===== src/rtl/router_pkg.sv =====
// Shared constants and types for the router output-port FIFOs.
package router_pkg;

  localparam int ROUTER_WIDTH      = 8;
  localparam int ROUTER_FIFO_DEPTH = 16;
  localparam int LEN_LSB           = 2;

  typedef struct packed {
    logic       hdr;
    logic [7:0] data;
  } fifo_word_t;

  // Payload length carried in the upper bits of a header byte.
  function automatic logic [ROUTER_WIDTH-LEN_LSB-1:0] hdr_len(input logic [ROUTER_WIDTH-1:0] b);
    return b[ROUTER_WIDTH-1:LEN_LSB];
  endfunction

endpackage


===== src/rtl/router_fifo_if.sv =====
// Client/router-side handshake of one output-port FIFO.
// ROUTER_FIFO_ERR_FLAG_EN adds the sticky ovf_err/udf_err flags.
interface router_fifo_if
  import router_pkg::*;
#(
  parameter int WIDTH = ROUTER_WIDTH
);
  logic             soft_reset;
  logic             write_enb;
  logic             lfd_state;
  logic [WIDTH-1:0] data_in;
  logic             read_enb;
  logic [WIDTH-1:0] data_out;
  logic             dout_valid;
  logic             pkt_active;
  logic             full;
  logic             empty;
`ifdef ROUTER_FIFO_ERR_FLAG_EN
  logic             ovf_err;
  logic             udf_err;
`endif

  modport master (
    output soft_reset, write_enb, lfd_state, data_in, read_enb,
    input  data_out, dout_valid, pkt_active, full, empty
`ifdef ROUTER_FIFO_ERR_FLAG_EN
    , input ovf_err, udf_err
`endif
  );

  modport slave (
    input  soft_reset, write_enb, lfd_state, data_in, read_enb,
    output data_out, dout_valid, pkt_active, full, empty
`ifdef ROUTER_FIFO_ERR_FLAG_EN
    , output ovf_err, udf_err
`endif
  );

endinterface


===== src/rtl/router_fifo.sv =====
// Output-port FIFO of the 1x4 router; tags header bytes and tracks packet length on read.
// ROUTER_FIFO_ERR_FLAG_EN enables sticky overflow/underflow flags.
module router_fifo #(
  parameter int WIDTH   = router_pkg::ROUTER_WIDTH,
  parameter int DEPTH   = router_pkg::ROUTER_FIFO_DEPTH,
  parameter int LEN_LSB = router_pkg::LEN_LSB
) (
  input  logic           clk,
  input  logic           rst,
  router_fifo_if.slave   bus
);

  localparam int AW = $clog2(DEPTH);
  localparam int CW = WIDTH - LEN_LSB + 1;

  logic [AW:0]      wr_ptr, rd_ptr;
  logic [WIDTH-1:0] mem [DEPTH];
  logic [DEPTH-1:0] tag;
  logic [CW-1:0]    count;
  logic [WIDTH-1:0] data_q;
  logic             valid_q;
  logic [WIDTH-1:0] rd_word;
  logic             flush, do_wr, do_rd;

  assign flush   = rst | bus.soft_reset;
  assign rd_word = mem[rd_ptr[AW-1:0]];

  assign bus.empty = (wr_ptr == rd_ptr);
  assign bus.full  = (wr_ptr[AW] != rd_ptr[AW]) && (wr_ptr[AW-1:0] == rd_ptr[AW-1:0]);

  assign do_wr = bus.write_enb && !bus.full  && !flush;
  assign do_rd = bus.read_enb  && !bus.empty && !flush;

  assign bus.data_out   = data_q;
  assign bus.dout_valid = valid_q;
  assign bus.pkt_active = (count != '0);

  // Data array carries no reset so it maps onto plain storage.
  always_ff @(posedge clk) begin
    if (do_wr) mem[wr_ptr[AW-1:0]] <= bus.data_in;
  end

  always_ff @(posedge clk) begin
    if (flush) begin
      wr_ptr  <= '0;
      rd_ptr  <= '0;
      tag     <= '0;
      count   <= '0;
      data_q  <= '0;
      valid_q <= 1'b0;
    end else begin
      if (do_wr) begin
        tag[wr_ptr[AW-1:0]] <= bus.lfd_state;
        wr_ptr              <= wr_ptr + (AW+1)'(1);
      end
      valid_q <= do_rd;
      if (do_rd) begin
        data_q <= rd_word;
        rd_ptr <= rd_ptr + (AW+1)'(1);
        // A header anywhere restarts the count: payload plus parity byte.
        if (tag[rd_ptr[AW-1:0]])
          count <= {1'b0, rd_word[WIDTH-1:LEN_LSB]} + CW'(1);
        else if (count != '0)
          count <= count - CW'(1);
      end
    end
  end

`ifdef ROUTER_FIFO_ERR_FLAG_EN
  logic ovf_q, udf_q;

  assign bus.ovf_err = ovf_q;
  assign bus.udf_err = udf_q;

  always_ff @(posedge clk) begin
    if (flush) begin
      ovf_q <= 1'b0;
      udf_q <= 1'b0;
    end else begin
      if (bus.write_enb && bus.full)  ovf_q <= 1'b1;
      if (bus.read_enb  && bus.empty) udf_q <= 1'b1;
    end
  end
`endif

endmodule


===== src/flat_wrapper.sv =====
// flat-port wrapper written by rule: the top's interface ports become plain ports
module router_fifo_flat 
#(
  parameter int WIDTH   = router_pkg::ROUTER_WIDTH,
  parameter int DEPTH   = router_pkg::ROUTER_FIFO_DEPTH,
  parameter int LEN_LSB = router_pkg::LEN_LSB
)
  (clk, rst, bus_soft_reset, bus_write_enb, bus_lfd_state, bus_data_in, bus_read_enb, bus_data_out, bus_dout_valid, bus_pkt_active, bus_full, bus_empty);
  router_fifo_if #(.WIDTH(WIDTH)) bus_i ();
  input  logic clk;
  input  logic rst;
  input wire logic [$bits(bus_i.soft_reset)-1:0] bus_soft_reset;
  input wire logic [$bits(bus_i.write_enb)-1:0] bus_write_enb;
  input wire logic [$bits(bus_i.lfd_state)-1:0] bus_lfd_state;
  input wire logic [$bits(bus_i.data_in)-1:0] bus_data_in;
  input wire logic [$bits(bus_i.read_enb)-1:0] bus_read_enb;
  output wire logic [$bits(bus_i.data_out)-1:0] bus_data_out;
  output wire logic [$bits(bus_i.dout_valid)-1:0] bus_dout_valid;
  output wire logic [$bits(bus_i.pkt_active)-1:0] bus_pkt_active;
  output wire logic [$bits(bus_i.full)-1:0] bus_full;
  output wire logic [$bits(bus_i.empty)-1:0] bus_empty;
  assign bus_i.soft_reset = bus_soft_reset;
  assign bus_i.write_enb = bus_write_enb;
  assign bus_i.lfd_state = bus_lfd_state;
  assign bus_i.data_in = bus_data_in;
  assign bus_i.read_enb = bus_read_enb;
  assign bus_data_out = bus_i.data_out;
  assign bus_dout_valid = bus_i.dout_valid;
  assign bus_pkt_active = bus_i.pkt_active;
  assign bus_full = bus_i.full;
  assign bus_empty = bus_i.empty;
  router_fifo #(.WIDTH(WIDTH), .DEPTH(DEPTH), .LEN_LSB(LEN_LSB)) u_core (.clk(clk), .rst(rst), .bus(bus_i));
endmodule

===== config.mk =====
export PLATFORM = sky130hd
export DESIGN_NAME = router_fifo_flat
export DESIGN_NICKNAME = d
export VERILOG_FILES = /design/src/rtl/router_pkg.sv /design/src/rtl/router_fifo_if.sv /design/src/rtl/router_fifo.sv /design/src/flat_wrapper.sv
export SDC_FILE = /design/constraint.sdc
export NUM_CORES = 1
export LEC_CHECK = 0
export ABC_CLOCK_PERIOD_IN_PS = 2550
export CAP_MARGIN = 20
export CORE_UTILIZATION = 49
export CTS_BUF_LIST = sky130_fd_sc_hd__clkbuf_16
export CTS_CLUSTER_SIZE = 20
export DETAILED_ROUTE_END_ITERATION = 10
export PLACE_DENSITY = 0.77
export SYNTH_ARGS = -nofsm -noshare
export SYNTH_HDL_FRONTEND = slang
export SYNTH_SLANG_ARGS = --single-unit

===== constraint.sdc =====
create_clock -name clk -period 2.55 [get_ports clk]
set_input_delay 0.51 -clock clk [delete_from_list [all_inputs] [get_ports clk]]
set_output_delay 0.51 -clock clk [all_outputs]
set_load 0.02 [all_outputs]

==> impl_results.md <==
- Clock power frac: 0.441
- Sequential share of power: 0.527
- Antenna violations before repair: 0
- Outcome: completed
- Max stage delay cell, worst path: dfxtp_2
- Via count: 4186
- Fraction of registers with async set/reset: 0
- First-pass GRT wire length: 22.8 mm
- Deepest clock path buffer count: 2
- Syn_area_per_cell: roughly 16 um^2
- Leakage power: around 2.7 nW
- NetSw: 1.15 mW
- Ant diodes: 0
- MaxCap Viol Count: 0
- Total clock sinks: 174
- Pre-antenna DRT Iters: 4
- Worst path top cell family by delay: buffers and inverters
- FMAX: 415 MHz
- Int Pwr: ~4.6 mW
- Yosys reg bits: around 170
- Routed WL per cell: about 21 um
- Finished Layout Cells: 711
- Fin Hold WS: about 460 ps
- Routed WL: 14.9 mm
- Placer Congestion: roughly 0.84
- Synth area leader: edfxtp_1
- Hold Fails Final Rpt: 0
- CP Cell Sequence: buf_4, xnor2_1, nand4_1, nor2_1, dlygate4sd2_1
- Placed cell count: 679
- Syn Inst Count: 450
- PostCTS Resize Cnt: 3
- Comb pwr share: 0.031
- WHS Path Cells: 2
- PnR Total Power: 5.78 mW
- Critical Path AT: between 1500 and 2000 ps
- Vias in the first global route: just over 4k
- Die width: about 120 um
- Worst path required time: roughly 2000 ps
- Reg-to-reg slack, setup: 170 ps
- YS warnings: 0
- Worst-margin pin slew: 652 ps
- Commonest non-fill, non-tap cell in the layout: edfxtp_1
- Die Y: 122 um
- PD cells: just under 700 nW/um^2
- Largest net degree at the start of global routing: 30
- CTS tree: built
- Hold Startpoint: u_core.bus.data_out[3]
- Setup Viol. Count Final: 0
- Fin. max-slew vios: 0
- Tcrit/Tclk final: 0.944
- Mapped Area: 7060 um^2
- Gr ovfl total: 0
- Setup TNS: 0 ps
- Rows: 43
- Drc violations: 0
- Core area: 14000 um^2
- Largest vdd supply drop: roughly 0.66 mV
- Number of I/O pins: 26
- Busiest layer in global routing: met2
- Worst skew pair latency: 430 ps
- Crit path max fanout: 7
- Grt met1 use: 0.289
- Min-Delay Endpoint: u_core.bus.data_out[3]
- PortBufs: 25
- Clock transition at path regs: 60 ps
- RSZ-0062 raised after global routing: false
- Share of the synthesized area in the top cell type: 0.544
- Synthesized net count: 472
- Htree depth: 4
- Part of the Yosys area used for sequential elements: 0.675
- Initial core utilization: 0.505
- Count of cell types in the netlist: 45
- Top_reg_cell synth: edfxtp_1
- Commonest non-fill, non-tap cells in the layout: edfxtp_1, dfxtp_1, buf_4
- Met2 usage: 0.340
- Design Area, Final: 8380 um^2
- Crit path buf inv count: 2
- Critical Path Start Type: register
- Cells on worst reg2reg path: 7
- Tot GR Track Use: 0.215
- DIE AREA: 14900 um^2
- Hold crit path type: reg2reg
- Top cells by area, synth: edfxtp_1, mux4_2, dfxtp_1
- Clk_skew: 12.8 ps
- EDFF count, synth: 128
- Reg2reg end: u_core.count[5]
- Worst Setup End Kind: output port
- Final min period: 2410 ps
- CTS Buf Count: 17
- Post-CTS setup buffers: 0
- Initial DRC count: 419
- P&R area growth vs syn: 18.7%
- Rel. slew slack: 0.564
- Share of cells above drive strength 1: 0.228
- Fin nets: 540
- Worst setup path class: reg2out
- Largest stage delay on the critical path: between 400 and 500 ps
- HPWL Detailed: between 10 and 15 mm
- Vias per inst: 5.89
- Clock root cell: clkbuf_16
- Post-route ant nets: 0
- Placed Area: slightly below 8000 um^2
- Switching share of power: 0.199
- Hold-fix buffers at CTS: 0
- Grt met3 use: 0.0454
-- cell families after synthesis --
group                    count (synthesis)  synth area share
AO/OA/AOI/OAI                           65            0.0558
buffers and inverters                   27            0.0195
adder cells (fa/ha/maj)                  8            0.0142
flip-flops                             174             0.675
AND/OR/NAND/NOR                        109            0.0691
multiplexers                            49             0.144
XOR/XNOR                                18            0.0223
-- stage by stage --
step,utilization,setup slack (ps)
after floorplan,-,241
after global placement,0.557,133
after detailed placement,0.557,51.4
after CTS,0.598,5.36
after global routing,0.599,7.96
final,0.599,142
-- per-layer routing --
layer,part of all wire,vias up,wire (um)
met5,0,-,0
met4,0.026,0,386
met3,0.060,31,894
met2,0.49,163,7350
met1,0.42,2114,6310
li1,-,1878,-
-- cell type report --
type	instances	area, um^2
fill	1023	5610
sequential	174	4770
multi-input combinational	249	2170
timing repair buffer	71	622
clock buffer	17	425
tap	180	225
clock inverter	15	156
inverter	5	18.8
-- registers in the layout, indices dropped and copies added, names as in the netlist, named ones only --
| signal | count |
|---|---|
| u_core.bus.data_out | 8 |
| u_core.bus.dout_valid | 1 |
| u_core.count | 7 |
| u_core.mem | 128 |
| u_core.rd_ptr | 5 |
| u_core.tag | 16 |
| u_core.wr_ptr | 5 |
-- synth_stat cells (6+ instances only) --
master	n
xor2_1	6
a22oi_1	6
nand2_1	42
xnor2_1	12
mux2i_1	7
dfxtp_1	46
ha_1	8
nor2_1	38
o21ai_0	15
edfxtp_1	128
clkbuf_1	7
a21oi_1	24
mux4_2	41
-- worst max-delay path by stage --
stage / start / endpoint / cells past startpoint
2_1_floorplan: u_core.rd_ptr[0] / u_core.tag[3] / 7
3_3_place_gp: register / u_core.count[4] / 8
3_5_place_dp: register / u_core.count[4] / 8
4_1_cts: u_core.count[2] / bus_pkt_active / 3
5_1_grt: register / u_core.count[4] / 8
6_report: u_core.rd_ptr[0] / bus_empty / 5
-- worst min-delay path: cells and delay by family, from the launching register on --
kind,cells,cell delay (ps)
simple gates,1,50
flops,1,310
compound gates,1,50
-- power by group through the flow --
stage	clock network, mW	registers, mW	logic [mW]
floorplan	0	3.11	0.0901
finish	2.55	3.05	0.181
global placement	0	3.11	0.173
detailed placement	0	3.11	0.181
CTS	2.57	3.05	0.180
global route	2.68	3.05	0.196
Note: power is estimated with default switching activity, not from simulation.
